`src/rtl/addsub_pkg.sv`:
```
// Shared types and constants for the two-requester add/sub arbiter.
// Latency: n/a (declarations only).
// Backpressure: n/a.
package addsub_pkg;

  localparam int DATA_W = 32;

  typedef enum logic [1:0] {
    IDLE = 2'd0,
    EXEC = 2'd1,
    RESP = 2'd2
  } state_t;

  localparam logic REQ_ID0 = 1'b0;
  localparam logic REQ_ID1 = 1'b1;

  // Operation captured from the granted requester on the accept edge.
  typedef struct packed {
    logic [DATA_W-1:0] x;
    logic [DATA_W-1:0] y;
    logic              sub;
    logic              id;
  } op_t;

endpackage

```
`src/rtl/ADDSUB_32.sv`:
```
// 32-bit adder/subtractor shared by both requesters; carry/borrow out is dropped.
// Latency: combinational.
// Backpressure: none (pure datapath).
module ADDSUB_32 (
  input  logic [31:0] a,
  input  logic [31:0] b,
  input  logic        sub,
  output logic [31:0] s
);

  assign s = sub ? (a - b) : (a + b);

endmodule

```
`src/rtl/addsub_arbiter.sv`:
```
// Round-robin arbiter feeding one shared add/sub datapath, one operation in flight.
// Latency: rsp_valid rises 2 cycles after the accept cycle; issue interval >= 3 cycles.
// Backpressure: response holds in RESP until rsp_ready; requesters see ready only in IDLE.
module addsub_arbiter
  import addsub_pkg::*;
(
  input  logic              clk,
  input  logic              rst_n,
  input  logic              req0_valid,
  output logic              req0_ready,
  input  logic [DATA_W-1:0] req0_x,
  input  logic [DATA_W-1:0] req0_y,
  input  logic              req0_sub,
  input  logic              req1_valid,
  output logic              req1_ready,
  input  logic [DATA_W-1:0] req1_x,
  input  logic [DATA_W-1:0] req1_y,
  input  logic              req1_sub,
  output logic              rsp_valid,
  input  logic              rsp_ready,
  output logic              rsp_id,
  output logic [DATA_W-1:0] rsp_s,
  output logic              rsp_ovf,
  output logic              rsp_zero
);

  state_t            state;
  state_t            state_nxt;
  logic              ptr;
  logic              grant_id;
  logic              accept;
  op_t               op;
  logic [DATA_W-1:0] sum;
  logic              ovf;

  // Round-robin pick: a lone requester always wins, a tie goes to the pointer.
  always_comb begin
    grant_id = ptr;
    if (req0_valid && !req1_valid) begin
      grant_id = REQ_ID0;
    end else if (req1_valid && !req0_valid) begin
      grant_id = REQ_ID1;
    end
  end

  // Next-state and handshake decode; ready is only ever offered in IDLE out of reset.
  always_comb begin
    state_nxt  = state;
    accept     = 1'b0;
    req0_ready = 1'b0;
    req1_ready = 1'b0;
    case (state)
      IDLE: begin
        if (req0_valid || req1_valid) begin
          accept     = 1'b1;
          state_nxt  = EXEC;
          req0_ready = rst_n && (grant_id == REQ_ID0);
          req1_ready = rst_n && (grant_id == REQ_ID1);
        end
      end
      EXEC: state_nxt = RESP;
      RESP: begin
        if (rsp_ready) begin
          state_nxt = IDLE;
        end
      end
      default: state_nxt = IDLE;
    endcase
  end

  // State register and priority pointer; pointer flips to the loser of each grant.
  always_ff @(posedge clk) begin
    if (!rst_n) begin
      state <= IDLE;
      ptr   <= REQ_ID0;
    end else begin
      state <= state_nxt;
      if (accept) begin
        ptr <= ~grant_id;
      end
    end
  end

  // Capture the winner's operands on the accept edge; later input changes are ignored.
  always_ff @(posedge clk) begin
    if (!rst_n) begin
      op <= '0;
    end else if (accept) begin
      op.x   <= (grant_id == REQ_ID1) ? req1_x   : req0_x;
      op.y   <= (grant_id == REQ_ID1) ? req1_y   : req0_y;
      op.sub <= (grant_id == REQ_ID1) ? req1_sub : req0_sub;
      op.id  <= grant_id;
    end
  end

  ADDSUB_32 u_addsub (
    .a   (op.x),
    .b   (op.y),
    .sub (op.sub),
    .s   (sum)
  );

  // Signed overflow: the result sign disagrees with X when the effective operands share a sign.
  assign ovf = op.sub ? ((op.x[DATA_W-1] != op.y[DATA_W-1]) && (sum[DATA_W-1] != op.x[DATA_W-1]))
                      : ((op.x[DATA_W-1] == op.y[DATA_W-1]) && (sum[DATA_W-1] != op.x[DATA_W-1]));

  // Register the result and flags at the end of EXEC; they then hold through RESP.
  always_ff @(posedge clk) begin
    if (!rst_n) begin
      rsp_s    <= '0;
      rsp_ovf  <= 1'b0;
      rsp_zero <= 1'b0;
      rsp_id   <= 1'b0;
    end else if (state == EXEC) begin
      rsp_s    <= sum;
      rsp_ovf  <= ovf;
      rsp_zero <= (sum == '0);
      rsp_id   <= op.id;
    end
  end

  assign rsp_valid = (state == RESP);

endmodule
```
`config.mk`:
```
export PLATFORM = sky130hd
export DESIGN_NAME = addsub_arbiter
export DESIGN_NICKNAME = d
export VERILOG_FILES = /design/src/rtl/addsub_pkg.sv /design/src/rtl/ADDSUB_32.sv /design/src/rtl/addsub_arbiter.sv
export SDC_FILE = /design/constraint.sdc
export NUM_CORES = 1
export LEC_CHECK = 0
export ABC_AREA = 1
export BUFFER_PORTS_ARGS = -buffer_cell sky130_fd_sc_hd__buf_2
export CORE_MARGIN = 2
export CORE_UTILIZATION = 30
export CTS_CLUSTER_SIZE = 16
export DETAILED_ROUTE_END_ITERATION = 10
export GPL_TIMING_DRIVEN = 0
export HOLD_SLACK_MARGIN = 0.06
export PLACE_DENSITY = 0.52
export SETUP_SLACK_MARGIN = 0.1
export SLEW_MARGIN = 20
export SYNTH_ARGS = -nofsm -noshare
export SYNTH_HDL_FRONTEND = slang
export SYNTH_HIERARCHICAL = 1
export SYNTH_SLANG_ARGS = --single-unit
```
`constraint.sdc`:
```
create_clock -name clk -period 7.5 [get_ports clk]
set_clock_uncertainty 0.1 [all_clocks]
set_input_delay 1.5 -clock clk [delete_from_list [all_inputs] [get_ports clk]]
set_output_delay 1.5 -clock clk [all_outputs]
set_load 0.005 [all_outputs]
```
==> flow_summary.json <==
{
  "critPathBufInv": 3,
  "placed_cells": 1908,
  "max_freq_ghz": 0.225,
  "vias": 8821,
  "ys_seq_area_share_pct": 26.0,
  "io_pins": 173,
  "cp_max_fo": 9,
  "place_hpwl_um": 23700,
  "drv_cap": 0,
  "critPathRequiredTime_ns": 5.90,
  "dr.pass1.iters": 8,
  "syn_area_per_cell_um2": 5.71,
  "drt_iter0_drc": 597,
  "track_usage_pct": 20.3,
  "clock_sinks": 104,
  "cts_resized": 0,
  "syn-num-nets": 1570,
  "syn_inst": 1402,
  "grt_pass1_vias": 8285,
  "grt_overflow": 0,
  "synth_top_area_cell": "dfxtp_1",
  "cpPeakStageDelay_ns": 0.44,
  "crit_path_top_delay_cell": "nor3_2",
  "cts_buffers": 9,
  "fin_setup_tns_ns": 0,
  "clkLatencyLatePin_ns": 0.37,
  "postRouteAntennaNets": 0,
  "path_class": "in2out",
  "ir_drop_v": 0.000108,
  "clk_pin_slew_ns": 0.07,
  "multi_input_area_um2": 4800,
  "regArea_um2": 2080,
  "startpoint_type": "input port",
  "antennaDiodeCount": 0,
  "finalPower_mw": 2.27,
  "drt-total-wl_um": 28600,
  "viasPerCell": 4.58,
  "p_leak_nw": 5.44,
  "min_period_ns": 4.45,
  "cts_setup_buffers": 0,
  "ys_ff_latch": 104,
  "syn_area_um2": 8000,
  "worstPathArrival_ns": 2.85,
  "synth.distinct_cells": 30,
  "die_h_um": 167,
  "fin_crit_sh_pct": 59.3,
  "mostFrequentLayoutCell": "nand2_1",
  "mostFrequentLayoutCells": "nand2_1 (495), inv_1 (225), buf_2 (190), nor2_1 (128), nand3_1 (124)",
  "crit_chain": "clkbuf_1 > inv_2 > nor3_2 > buf_2",
  "grt_max_degree": 19,
  "cp_top_family": "buffers and inverters",
  "final_cells": 1924,
  "p_per_area_nw_per_um2": 237,
  "nets": 1752,
  "slew_violations": 0,
  "setup_viol": 0,
  "antenna_found_initial": 0,
  "port_buffers": 171,
  "fill_cells": 3032,
  "gp_congestion": 0.977,
  "dpl_cell_area_um2": 9280,
  "ys_top_cells_by_area": "dfxtp_1 (26%), nand2_1 (23%), inv_1 (11%)",
  "synth-edff-count": 0,
  "core_um2": 26100,
  "dieArea_um2": 28000,
  "clk_path_buf_depth": 2,
  "cts_root_buf": "clkbuf_16",
  "die_w_um": 167,
  "synth-async-reset-ratio_pct": 0,
  "hold_buffers": 0,
  "rows": 59,
  "synth_top_area_share_pct": 26.0,
  "synth-main-ff-cell": "dfxtp_1",
  "crit_path_end_kind": "output pin",
  "violations": "DRC",
  "finalHoldViolCount": 0,
  "final_area_um2": 9590,
  "wl_per_cell_um": 14.9,
  "drive_gt1_share_pct": 16.0,
  "status": "complete, but fails checks",
  "ys_warn_count": 6,
  "syn2layout_area_growth_pct": 19.9,
  "grt_pass1_wl_um": 44400,
  "worstMarginPinSlew_ns": 0.872,
  "grt_setup_unrepaired": "no",
  "cts_max_level": 3,
  "drc": 8,
  "start_util_pct": 30.6,
  "slew_headroom_pct": 41.9,
  "cts_tree": "built",
  "min_path_type": "reg2reg"
}
==> Yosys cell counts, drive strengths merged (9+ instances only) <==
cell type	instances
nand2	513
inv	235
nor2	136
nand3	126
dfxtp	104
a21oi	93
o21ai	52
ha	32
xor2	30
buf	29
clkbuf	20
xnor2	13
nor3	9
==> worst min-delay path: cells and delay by family (launching register included) <==
family           cells  cell delay (ns)
AND/OR/NAND/NOR      1             0.06
AO/OA/AOI/OAI        1             0.06
flip-flops           1             0.31
==> stage by stage <==
step	setup WS [ns]	util, %	hold slack [ns]
after global routing	3.01	36.7	0.410
after CTS	3.05	36.7	0.374
final	3.05	36.7	0.376
after floorplan	3.76	-	0.362
after detailed placement	3.05	35.5	0.363
after global placement	3.03	35.5	0.359
==> final cells by class <==
type                            count  area share (%)
Timing Repair Buffer              171            8.92
Multi-Input combinational cell   1014            50.1
Clock inverter                      6           0.783
Buffer                             49            2.44
Tap cell                          335            4.37
Clock buffer                       10            2.49
Inverter                          235            9.20
Sequential cell                   104            21.7
==> cell families after synthesis <==
kind of cell               Yosys count  share of synthesized area [%]
AOI/OAI and AO/OA                  149                           9.49
xor gates and xnor gates            43                           4.71
adders and majority gates           33                           5.25
buffers and inverters              284                           13.9
DFF                                104                           26.0
and+or+nand+nor                    789                           40.6
==> path summary, 6_finish.rpt <==
check                        startpoint               endpoint  slack [ns]  cells past startpoint
setup / recovery                  rst_n             req0_ready        3.05                      4
hold / removal    rsp_zero$_SDFFE_PN0N_  rsp_zero$_SDFFE_PN0N_        0.38                      2
setup reg to reg     op[2]$_SDFFE_PN0P_  rsp_zero$_SDFFE_PN0N_        3.74                     20
hold reg to reg   rsp_zero$_SDFFE_PN0N_  rsp_zero$_SDFFE_PN0N_        0.38                      2
==> registers in the layout, indices dropped and copies added, names as in the netlist <==
name      flops
rsp_id        1
rsp_zero      1
rsp_s        32
ptr           1
rsp_ovf       1
state         2
op           66
==> routing by layer <==
layer	GRT usage [%]	part of all wire, %
met1	27.9	48
met2	34.2	45
met3	2.43	4.7
met4	4.16	1.6
met5	0	0
==> where the power goes <==
| part | internal (mW) | switching, mW |
|---|---|---|
| clock | 0.274 | 0.245 |
| combinational | 0.367 | 0.718 |
| sequential | 0.615 | 0.0563 |
| total | 1.26 | 1.02 |
(Power assumes the default switching activity.)
